==> src/rtl/mult32_seq.sv <==
// Sequential 32x32 shift-and-add multiplier built around a single 32-bit adder.
// Optional signed mode (sgn port and FIX state) is enabled by defining MULT32_SIGNED_MUL_EN.
`timescale 1ns/1ps

module adder32 (
    input  logic [31:0] a,
    input  logic [31:0] b,
    input  logic        cin,
    output logic [31:0] s,
    output logic        cout
);
    assign {cout, s} = {1'b0, a} + {1'b0, b} + {32'h0, cin};
endmodule

module mult32_seq (
    input  logic        clk,
    input  logic        rst_n,
    input  logic        start,
    input  logic [31:0] lt,
    input  logic [31:0] rt,
`ifdef MULT32_SIGNED_MUL_EN
    input  logic        sgn,
`endif
    output logic        busy,
    output logic        done,
    output logic [63:0] p
);

`ifdef MULT32_SIGNED_MUL_EN
    typedef enum logic [1:0] {IDLE = 2'd0, CALC = 2'd1, FIX = 2'd2, DONE = 2'd3} state_t;
`else
    typedef enum logic [1:0] {IDLE = 2'd0, CALC = 2'd1, DONE = 2'd3} state_t;
`endif

    state_t      st;
    logic [31:0] mc;
    logic [63:0] acc;
    logic [4:0]  cnt;
    logic [31:0] addend;
    logic [31:0] sum;
    logic        cout;
    logic [31:0] lt_mag;
    logic [31:0] rt_mag;

`ifdef MULT32_SIGNED_MUL_EN
    logic        signed_op;
    logic        neg;

    // Operands enter the datapath as magnitudes; 32'h8000_0000 maps to itself.
    assign lt_mag = (sgn && lt[31]) ? (~lt + 32'd1) : lt;
    assign rt_mag = (sgn && rt[31]) ? (~rt + 32'd1) : rt;
`else
    assign lt_mag = lt;
    assign rt_mag = rt;
`endif

    assign addend = acc[0] ? mc : 32'h0;
    assign p      = acc;

    adder32 u_add (
        .a    (acc[63:32]),
        .b    (addend),
        .cin  (1'b0),
        .s    (sum),
        .cout (cout)
    );

    always_ff @(posedge clk or negedge rst_n) begin
        if (!rst_n) begin
            st   <= IDLE;
            mc   <= 32'h0;
            acc  <= 64'h0;
            cnt  <= 5'd0;
            busy <= 1'b0;
            done <= 1'b0;
`ifdef MULT32_SIGNED_MUL_EN
            signed_op <= 1'b0;
            neg       <= 1'b0;
`endif
        end else begin
            case (st)
                IDLE: begin
                    if (start) begin
                        mc   <= lt_mag;
                        acc  <= {32'h0, rt_mag};
                        cnt  <= 5'd0;
                        busy <= 1'b1;
                        st   <= CALC;
`ifdef MULT32_SIGNED_MUL_EN
                        signed_op <= sgn;
                        neg       <= sgn & (lt[31] ^ rt[31]);
`endif
                    end
                end
                CALC: begin
                    // Carry-out lands in acc[63] so no partial product bit is lost.
                    acc <= {cout, sum, acc[31:1]};
                    cnt <= cnt + 5'd1;
                    if (cnt == 5'd31) begin
`ifdef MULT32_SIGNED_MUL_EN
                        if (signed_op) begin
                            st <= FIX;
                        end else begin
                            st   <= DONE;
                            done <= 1'b1;
                        end
`else
                        st   <= DONE;
                        done <= 1'b1;
`endif
                    end
                end
`ifdef MULT32_SIGNED_MUL_EN
                FIX: begin
                    if (neg) begin
                        acc <= ~acc + 64'd1;
                    end
                    st   <= DONE;
                    done <= 1'b1;
                end
`endif
                DONE: begin
                    done <= 1'b0;
                    busy <= 1'b0;
                    st   <= IDLE;
                end
                default: begin
                    st   <= IDLE;
                    done <= 1'b0;
                    busy <= 1'b0;
                end
            endcase
        end
    end

endmodule

==> config.mk <==
export PLATFORM = sky130hd
export DESIGN_NAME = mult32_seq
export DESIGN_NICKNAME = d
export VERILOG_FILES = /design/src/rtl/mult32_seq.sv
export SDC_FILE = /design/constraint.sdc
export NUM_CORES = 1
export LEC_CHECK = 0
export ABC_CLOCK_PERIOD_IN_PS = 5200
export CAP_MARGIN = 5
export CORE_MARGIN = 2
export CORE_UTILIZATION = 50
export CTS_BUF_LIST = sky130_fd_sc_hd__clkbuf_8 sky130_fd_sc_hd__clkbuf_16
export CTS_CLUSTER_DIAMETER = 30
export DETAILED_ROUTE_END_ITERATION = 10
export GPL_ROUTABILITY_DRIVEN = 0
export PLACE_DENSITY = 0.79
export REMOVE_ABC_BUFFERS = 1
export SKIP_LAST_GASP = 1
export SYNTH_ARGS = -nofsm -noshare
export SYNTH_HDL_FRONTEND = slang
export SYNTH_SLANG_ARGS = --single-unit
==> constraint.sdc <==
create_clock -name clk -period 5.2 [get_ports clk]
set_clock_uncertainty 0.2 [all_clocks]
set_input_delay 0.78 -clock clk [delete_from_list [all_inputs] [get_ports clk]]
set_output_delay 0.78 -clock clk [all_outputs]
set_load 0.02 [all_outputs]
# ---- Yosys cells after proc, flatten, opt, wreduce, memory -nomap -nowiden
# Cells that the tools add are included.
dict set report op_classes {
  n_addsub 2
  n_reduce_logical 7
  n_eq_ne 4
  n_bitwise 2
  mux 12
}
# cell count
set op_table {}
lappend op_table {{case mux 64 bit (2 select lines)} 1}
lappend op_table {{2-to-1 mux 64 bit} 1}
lappend op_table {{adder 32 x 32 -> 33 bit} 1}
lappend op_table {{2-to-1 mux 32 bit} 1}
lappend op_table {{case mux 5 bit (2 select lines)} 1}
lappend op_table {{AND reduction 2 bit} 5}
lappend op_table {{adder 5 x 1 -> 5 bit (second input constant)} 1}
lappend op_table {{equality test 5 bit (second input constant)} 1}
lappend op_table {{2-to-1 mux 5 bit} 1}
lappend op_table {{2-to-1 mux 2 bit} 2}
lappend op_table {{!= test 2 bit (second input constant)} 2}
lappend op_table {{case mux 1 bit (2 select lines)} 2}
lappend op_table {{case mux 2 bit (2 select lines)} 1}
lappend op_table {{equality test 2 x 1 -> 1 bit (second input constant)} 1}
lappend op_table {{logical NOT 2 bit} 1}
lappend op_table {{2-to-1 mux 1 bit} 2}
lappend op_table {{NOT 1 bit} 2}
lappend op_table {{nonzero test 2 bit} 1}
dict set report totals {
  output_inout_bits 66
  elab_cells 33
  ff_bits 105
  input_bits 67
}

# ---- Logic depth before layout (Yosys ltp)
# Gate-level depths: netlist of the first run.
dict set report logic_depth {
  word_depth 3
  mapped_depth 11
  mapped_depth_nobuf 11
}

# ---- By module
# Synthesis of the first run repeated with hierarchy kept, for this count alone.
dict set report unflattened {
  cells_unflattened 602
  area_unflattened_um2 6125.9
}
# mod seq_area_each_um2 cells_each instances area_each_um2
set modules_own_cells {}
lappend modules_own_cells {mult32_seq 2627.5 350 1 4329.2}
lappend modules_own_cells {adder32 0.0 252 1 1796.7}

# ---- Worst setup path after synthesis of the first run
# Ideal clock, no wire load.
dict set report synth_path {
  path_kind {register to register}
  start {register acc[0] (netlist: p[0])}
  end {register acc[59] (netlist: p[59])}
  arrival_ns 2.616
  path_stages_with_launch 11
  setup_time_ns 0.079
  synth_period_minus_slack_ns 2.896
  n_path_buf 1
  t_required_ns 4.921
  slack_ns 2.304
  cell_sequence {dfrtp_1 clkbuf_1 nand2_1 fa_1 and2b_1 o211ai_2 a31oi_4 a211oi_2 o311a_1 o21ai_1 mux2i_1}
}
dict set report synth_via {
  elab_chain_len 3
}
# item line
set synth_lines {}
lappend synth_lines {{start: declaration} 37} ;# logic [63:0] acc;
lappend synth_lines {{start signal: assignment} 85} ;# acc <= {32'h0, rt_mag};
lappend synth_lines {{start signal: assignment} 97} ;# acc <= {cout, sum, acc[31:1]};
lappend synth_lines {{2-to-1 mux 32 bit} 57} ;# assign addend = acc[0] ? mc : 32'h0;
lappend synth_lines {{adder 32 x 32 -> 33 bit} 12} ;# assign {cout, s} = {1'b0, a} + {1'b0, b} + {32'h0, cin};
lappend synth_lines {{case mux 64 bit (2 select lines)} 81} ;# case (st)
# No other way between the ends.
# A chain may end at the register's enable or synchronous reset.

# ---- Worst setup path in the final report of the first run
# Ends and elaborated chain as after synthesis.

==> results.md, run 1 <==
- Status: completed
- Cells taking the most area after synthesis: dfrtp_1 43%, ha_1 6.9%, mux2_2 5.8%
- Critical path depth in cells: 11
- Crit path launch type: flop
- # H-tree levels: 3
- Worst Tran Pin Value: 1151 ps
- DR vias: 5429
- CTS resizes: 0
- Most common flop cell mapped by yosys: dfrtp_1
- Cts hold-fix bufs: 0
- Vias in the first global route: 5394
- DRC Markers: 0
- CTS tree: done
- Fin Setup TNS: 0 ps
- First-pass GRT wire length: 26210 um
- Initial core utilization: 51.41%
- Core area: 0.01201 mm^2
- Power Internal: 3.058 mW
- Rel. slew slack: 22.96%
- Number of library cell types mapped by synthesis: 63
- Final HPWL DP: 11220 um
- Post-synth ARST share: 100.0%
- Critical path arrival: 3690 ps
- Commonest non-fill, non-tap cell in the layout: clkdlybuf4s50_1
- Clk pwr share: 13.6%
- Initial DRC count: 589
- Finished Core Util: 65.72%
- Root Driver: clkbuf_16
- Syn Area/Cell: 9.618 um^2
- CP max-delay cell: dfrtp_1
- Sink Count: 105
- Power density over cell area: 674.7 mW/mm^2
- Crit share post-route: 69.56%
- R2R Path End: p[59]
- R2R Setup Slk: 1580 ps
- Port buffer count: 132
- Mapped Area: 0.006175 mm^2
- CP delay by family, top: compound AO/OA/AOI/OAI gates
- Kind of critical path: reg2reg
- RR Startpoint: p[0]
- Sequential share of power: 29.6%
- Layout area overhead: 27.84%
- Clk buf depth: 2
- Share of cells above drive strength 1: 9.367%
- Synthesis-stage register bit count: 105
- Initial antenna violation count: 0
- Fin. Hold Viols: 0
- Via-to-Cell Ratio: 5.999
- Antenna Violating Nets Remaining: 0
- Final #Nets: 856
- Highest clock rate: 0.2764 GHz
- Slew Viols, Final: 0
- Register area share after synthesis: 42.55%
- Post-synth top area share: 42.55%
- I/O Pins: 133
- Worst EP required: 5270 ps
- Max_cap viols: 0
- Crit path capture type: flop
- WP buf/inv: 1
- Total gr overflow: 0
- # setup viols final: 0
- Die area: 0.01325 mm^2
- Crit path max fanout: 34
- Peak VDD IR: 0.3105 mV
- Non-Filler Instances: 905
- Synth Instances: 642
- Dominant cell type by area after synthesis: dfrtp_1
- # diodes: 0
- Die height: 115.1 um
- Comb power frac: 56.8%
- DIE WIDTH: 115.1 um
- Worst-skew pair later-pin latency: 350 ps
- Crit-path cells: and2_1 -> ha_1 -> inv_1 -> fa_1 -> and2b_1 -> o211ai_2 -> a31oi_4 -> a211oi_2 -> o311a_1 -> o21ai_1 -> mux2i_1
- DR WL/cell: 17.79 um
- Cts bufs inserted: 9
- Largest net degree at the start of global routing: 59
- Num rows: 40
- Switching Power: 2.268 mW
- Crit path time final: 3617 ps
- Worst R2R Path Depth: 11
- Slowest stage delay, CP: 950 ps
- Reg clk slew, reported paths: 70 ps
- Worst Hold Class: in2async
- EDFF count, synth: 0
- Tot GR Track Use: 24.66%
- DRT Pass-1 Iters: 5
- YS warnings: 0
- Switching part of the total power: 42.58%
- Detailed Route WL: 16100 um
- RSZ-0062 raised after global routing: no
- Commonest cells after routing, fill and taps aside: 131 x clkdlybuf4s50_1, 105 x dfrtp_1, 82 x nand2_1, 65 x o21ai_0, 38 x and2_1
- Placed Instances: 890
- Leakage power: 3.347 nW
- Post-CTS Setup Inserts: 0
==> worst max-delay path by stage <==
stage                     slack (ps)  endpoint  start
final                           1580     p[59]   p[0]
after global placement          1710     p[59]   p[0]
after floorplan                 1340     p[63]  st[0]
after CTS                       1580     p[59]   p[0]
after global routing            1330     p[59]   p[0]
after detailed placement        1630     p[59]   p[0]
==> stage by stage <==
stage	hold WS (ps)	instance area, um^2	setup WS [ps]	power (mW)
2_1_floorplan	249.9	6015	1336	3.505
3_3_place_gp	268.3	7584	1712	4.482
3_5_place_dp	273.5	7584	1630	4.575
4_1_cts	289.4	7894	1585	5.332
5_1_grt	306.8	7894	1325	5.707
6_report	287.8	7894	1583	5.326
==> power groups by stage <==
| stage | combinational [mW] | sequential [mW] | clock (mW) |
|---|---|---|---|
| after floorplan | 1.70 | 1.81 | 0 |
| after global placement | 2.91 | 1.57 | 0 |
| after detailed placement | 2.98 | 1.59 | 0 |
| after CTS | 3.02 | 1.58 | 0.734 |
| after global routing | 3.31 | 1.63 | 0.769 |
| final | 3.02 | 1.58 | 0.723 |
==> routing by layer <==
metal  global-route usage, %  vias to the layer above  part of all wire [%]
met5                       0                        -                     0
met4                   9.719                        0                   2.7
met3                   3.321                       39                   6.9
met2                   41.45                      255                    47
met1                   32.48                     2589                    43
li1                        -                     2546                     -
==> cells by family after synthesis <==
| logic type | share of synthesized area [%] |
|---|---|
| adder cells (fa/ha/maj) | 7.214 |
| AND/OR/NAND/NOR | 15.26 |
| flip-flops | 42.55 |
| buffers and inverters | 3.323 |
| AO/OA/AOI/OAI | 22.35 |
| XOR/XNOR | 2.979 |
| multiplexers | 6.322 |
==> cell type report <==
cell class	instances	area [um^2]
fill	959	4118
timing repair buffer	139	1371
clock inverter	6	85.08
multi-input combinational	487	3356
clock buffer	9	225.2
sequential	105	2628
tap	147	183.9
inverter	12	45.04
==> cell usage after synthesis (3+ instances only) <==
| library cell | number |
|---|---|
| dfrtp_1 | 105 |
| nand2_1 | 82 |
| o21ai_0 | 65 |
| and2_1 | 38 |
| a22oi_1 | 36 |
| ha_1 | 34 |
| mux2_2 | 32 |
| a21oi_1 | 25 |
| clkbuf_1 | 25 |
| a21o_1 | 17 |
| nor2_1 | 16 |
| nand3_1 | 15 |
| inv_1 | 12 |
| xnor2_1 | 12 |
| xor2_1 | 9 |
| buf_2 | 8 |
| nor2b_1 | 8 |
| o21ai_1 | 8 |
| nor3_1 | 7 |
| o21a_1 | 7 |
| and3_1 | 6 |
| nand4_1 | 6 |
| a211oi_1 | 5 |
| buf_1 | 4 |
| o211ai_1 | 4 |
| a21oi_2 | 3 |
| a32o_1 | 3 |
| mux2i_1 | 3 |
| or3_1 | 3 |
==> flip-flops by register name, summed over array words and instances (netlist names) <==
| name | cells |
|---|---|
| done | 1 |
| st | 2 |
| p | 64 |
| mc | 32 |
| cnt | 5 |
| busy | 1 |
Note: power is estimated with default switching activity, not from simulation.
==> inputs of run 2 (changes only) <==
Settings changed: ABC_CLOCK_PERIOD_IN_PS 5200 to 3250, CORE_UTILIZATION 50 to 47, PLACE_DENSITY 0.79 to 0.78.
Clock period 5.2 ns to 3.25 ns, I/O delays scaled along.
==> run 2 against run 1 <==
  * Cell count grew 3.8%
  * Critical path depth shrank 1
  * Core utilization shrank 2.8 points
  * Wire length grew 1.5%
  * Count of clock-buffer cells in the layout is the same
  * Maximum frequency grew 22%
  * Via count grew 1.3%
  * First-iteration DRC count shrank 21%
  * Critical path type unchanged
==> results.md, run 2 (same netlist as run 1, synthesis figures left out) <==
- Die area: 0.01407 mm^2
- Num rows: 41
- Final HPWL DP: 12070 um
- DRT Pass-1 Iters: 7
- First-pass GRT wire length: 27480 um
- Comb power frac: 57.7%
- Placed Instances: 922
- Worst Hold Class: reg2reg
- # H-tree levels: 3
- Core area: 0.01272 mm^2
- Crit path time final: 2974 ps
- DR WL/cell: 17.41 um
- Register Area: 0.002628 mm^2
- Initial core utilization: 48.53%
- Max_cap viols: 0
- Total gr overflow: 0
- Slowest stage delay, CP: 440 ps
- I/O Pins: 133
- Crit share post-route: 91.51%
- Sink Count: 105
- Crit path launch type: flop
- # diodes: 0
- Finished Core Util: 62.89%
- Crit path max fanout: 19
- DRC Markers: 0
- Share of cells above drive strength 1: 10.43%
- Clk buf depth: 2
- Final #Nets: 864
- Reg clk slew, reported paths: 80 ps
- Fill cell total of the finished layout: 1087
- Switching part of the total power: 43.25%
- DR vias: 5499
- Tot GR Track Use: 23.96%
- Root Driver: clkbuf_16
- WP buf/inv: 1
- Pre-CTS setup slack: 332.2 ps
- Sequential share of power: 28.9%
- Commonest cells after routing, fill and taps aside: 131 x clkdlybuf4s50_1, 105 x dfrtp_1, 82 x nand2_1, 65 x o21ai_0, 38 x and2_1
- DIE WIDTH: 118.6 um
- Clk pwr share: 13.4%
- Worst Tran Pin Value: 538.9 ps
- CP delay by family, top: compound AO/OA/AOI/OAI gates
- Initial antenna violation count: 0
- Detailed Route WL: 16350 um
- # setup viols final: 0
- Highest clock rate: 0.3362 GHz
- Slew Viols, Final: 0
- Initial DRC count: 466
- Worst EP required: 3300 ps
- Crit path capture type: flop
- Status: completed
- Critical path arrival: 3020 ps
- Post-CTS Setup Inserts: 0
- RSZ-0062 raised after global routing: no
- Die height: 118.6 um
- Fin. Hold Viols: 0
- Cts bufs inserted: 9
- Power density over cell area: 1072 mW/mm^2
- Largest net degree at the start of global routing: 51
- Commonest non-fill, non-tap cell in the layout: clkdlybuf4s50_1
- Layout area overhead: 29.58%
- Rel. slew slack: 63.86%
- Worst-skew pair later-pin latency: 360 ps
- Leakage power: 3.390 nW
- Kind of critical path: reg2reg
- Via-to-Cell Ratio: 5.856
- Vias in the first global route: 5433
- CP max-delay cell: fa_1
- CTS tree: done
- Multi-input gate area: 0.003356 mm^2
- Number of flip-flops in the largest register: 64
- Port buffer count: 132
- Non-Filler Instances: 939
- Crit-path cells: buf_4 -> nand2_1 -> fa_1 -> and2b_1 -> o211ai_2 -> a31oi_4 -> a31oi_2 -> o31ai_1 -> xnor2_1 -> o21ai_1
- Switching Power: 3.708 mW
- Antenna Violating Nets Remaining: 0
- Pwr Total: 8.574 mW
- Post-route setup slack: 276.0 ps
- Power Internal: 4.866 mW
- Peak VDD IR: 0.5320 mV
==> run 2: area by class of cell <==
class / count / area share (%)
well taps: 172 / 2.690
inverters: 12 / 0.5629
flip-flops and latches: 105 / 32.84
clock buffers: 9 / 2.815
clock inverters: 7 / 1.079
multi-input cells: 487 / 41.94
repair buffers: 147 / 18.08
==> run 2: final timing paths <==
| path | start | endpoint | slack (ps) | depth (start not counted) |
|---|---|---|---|---|
| worst max-delay path | p[0] | p[53] | 280 | 10 |
| worst min-delay path | done | done | 280 | 1 |
| worst max register to register | p[0] | p[53] | 280 | 10 |
| worst min register to register | done | done | 280 | 1 |
| max in group asynchronous | rst_n | mc[23] | 1740 | 3 |
| min in group asynchronous | rst_n | p[11] | 420 | 2 |
==> run 2: metrics by stage <==
stage               setup TNS [ps]  hold WS [ps]  instance area, um^2
CTS                              0         289.3                 8001
global route                     0         306.6                 8001
finish                           0         282.0                 8001
global placement                 0         269.7                 7680
detailed placement               0         272.5                 7680
floorplan                   -32870        -8.091                 6015
==> run 2: routing by layer <==
| metal | wire length, um | part of all wire, % | vias to the layer above | GRT usage, % |
|---|---|---|---|---|
| met3 | 1077 | 6.6 | 35 | 4.295 |
| li1 | - | - | 2568 | - |
| met4 | 403 | 2.5 | 0 | 9.226 |
| met2 | 7626 | 47 | 241 | 38.79 |
| met5 | 0 | 0 | - | 0 |
| met1 | 7238 | 44 | 2655 | 31.95 |
==> run 2: power by group through the flow <==
stage,sequential (mW),combinational [mW],clock (mW)
final,2.48,4.95,1.15
after detailed placement,2.50,4.89,0
after global placement,2.48,4.75,0
after global routing,2.56,5.42,1.23
after CTS,2.48,4.93,1.16
after floorplan,2.89,2.71,0
==> run 2: timing repair <==
| action | 4_1_cts | 5_1_grt |
|---|---|---|
| resized for setup | 0 | 0 |
| hold endpoints to repair | 32 | 0 |
| hold buffers | 1 | 0 |
==> inputs of run 3 (changes only) <==
Settings changed: MAX_ROUTING_LAYER set to met4, RECOVER_POWER set to 25.
==> run 3 against run 2 <==
  * The run now ends with capacitance limit, slew limit left
  * Core utilization about the same
  * Sequential power barely moved
  * Global-route usage grew 0.70 points
  * Cell count did not move
  * Total power about the same
  * Cell area about the same
  * Combinational power is essentially flat
  * Critical path type unchanged
  * Critical endpoint is now p[59]
  * Largest power group unchanged
  * Highest routed layer unchanged
==> results.md, run 3 (same netlist as run 1, synthesis figures left out) <==
- Status: finished, violations left
- Failing checks: capacitance limit, slew limit
- DIE WIDTH: 118.6 um
- First-pass GRT wire length: 27540 um
- Total gr overflow: 0
- Leakage power: 3.387 nW
- Largest net degree at the start of global routing: 51
- Max_cap viols: 1
- Register Area: 0.002628 mm^2
- # setup viols final: 0
- Worst Tran Pin Value: 1958 ps
- Clk buf depth: 2
- Met1 Usage GRT: 32.26%
- Hold Crit Start: done
- Sink Count: 105
- DR vias: 5459
- Initial DRC count: 478
- Cts bufs inserted: 9
- CTS tree: done
- RR Startpoint: p[0]
- Die height: 118.6 um
- CTS resizes: 0
- Final #Nets: 864
- Tot GR Track Use: 24.67%
- Initial core utilization: 48.53%
- RSZ-0062 raised after global routing: no
- Worst-skew pair later-pin latency: 360 ps
- Worst Hold Class: reg2reg
- Worst Setup SP: p[0]
- Crit-path cells: buf_4 -> nand2_1 -> fa_1 -> and2b_1 -> o211ai_2 -> a31oi_4 -> a211oi_2 -> o311a_1 -> o21ai_1 -> mux2i_1
- Post-CTS Setup Inserts: 0
- Commonest non-fill, non-tap cell in the layout: clkdlybuf4s50_1
- Crit path max fanout: 19
- CP delay by family, top: compound AO/OA/AOI/OAI gates
- Vias in the first global route: 5426
- Met2 Use GR: 38.83%
- Number of flip-flops in the largest register: 64
- # H-tree levels: 3
- Port buffer count: 132
- Peak VDD IR: 0.5324 mV
- Crit path capture type: flop
- Critical path arrival: 3060 ps
- Crit path time final: 2978 ps
- Worst EP required: 3330 ps
- Fill cell total of the finished layout: 1087
- Root Driver: clkbuf_16
- Die area: 0.01407 mm^2
- Reg clk slew, reported paths: 80 ps
- Share of cells above drive strength 1: 10.30%
- Global Route met3 Usage: 3.813%
- Final HPWL DP: 12070 um
- Crit path launch type: flop
- Fin. Hold Viols: 0
- DRT Pass-1 Iters: 6
- Most Crowded Layer GR: met2
- Multi-input gate area: 0.003356 mm^2
- Core area: 0.01272 mm^2
- Crit share post-route: 91.62%
- DR WL/cell: 17.40 um
- Kind of critical path: reg2reg
- Via-to-Cell Ratio: 5.814
- CP max-delay cell: fa_1
- Slew Viols, Final: 34
- DRC Markers: 0
- Detailed Route WL: 16340 um
- Power density over cell area: 1072 mW/mm^2
- WP buf/inv: 1
- # diodes: 0
- Rel. slew slack: -30.54%
- Commonest cells after routing, fill and taps aside: 131 x clkdlybuf4s50_1, 105 x dfrtp_1, 82 x nand2_1, 65 x o21ai_0, 38 x and2_1
- I/O Pins: 133
- Highest clock rate: 0.3358 GHz
- Antenna Violating Nets Remaining: 0
- Slowest stage delay, CP: 440 ps
- Initial antenna violation count: 0
- Num rows: 41
- Fin Setup TNS: 0 ps
- Pwr Total: 8.572 mW
- Layout area overhead: 29.52%
==> run 3: layout make-up <==
cell class / instances / area share (%)
clock buffers: 9 / 2.816
multi-input cells: 487 / 41.96
inverters: 12 / 0.5632
repair buffers: 147 / 18.04
flip-flops and latches: 105 / 32.85
well taps: 172 / 2.691
clock inverters: 7 / 1.079
==> run 3: per-stage QoR <==
step | hold slack [ps] | cell area, um^2 | worst slack, ps | cells | utilization (%)
finish | 282.3 | 7998 | 272.3 | 939 | 62.86
global route | 306.6 | 7998 | 60.81 | 939 | 62.86
CTS | 289.3 | 8001 | 279.9 | 939 | 62.89
detailed placement | 272.5 | 7680 | 332.2 | 922 | 60.37
global placement | 269.7 | 7680 | 403.8 | 922 | 60.37
floorplan | -8.091 | 6015 | -614.0 | 604 | -
==> run 3: where the power goes <==
group	total [mW]	switching, mW	internal, mW
registers	2.48	0.495	1.98
logic	4.95	2.68	2.27
clock network	1.15	0.532	0.616
==> run 3: worst reg2reg max path, stage by stage (launching register included) <==
cell and delay, ps:
dfrtp_1 360, buf_4 210, nand2_1 120, fa_1 440, and2b_1 250, o211ai_2 120
a31oi_4 250, a211oi_2 140, o311a_1 420, o21ai_1 190, mux2i_1 200
==> run 3: worst paths after layout <==
| kind | endpoint | slack, ps | cells after the start |
|---|---|---|---|
| max | p[59] | 270 | 10 |
| min | done | 280 | 1 |
| max reg2reg | p[59] | 270 | 10 |
| min reg2reg | done | 280 | 1 |
| max in group asynchronous | p[53] | 620 | 3 |
| min in group asynchronous | p[11] | 1020 | 2 |
==> run 3: per-layer routing <==
metal	vias to the layer above	share of wire (%)
li1	2564	-
met5	-	0
met2	237	47
met3	32	6.5
met4	0	2.4
met1	2626	44
==> run 3: what timing repair did <==
action	4_1_cts	5_1_grt
endpoints found under the hold margin	32	0
setup endpoints to repair	0	0
hold buffers	1	0
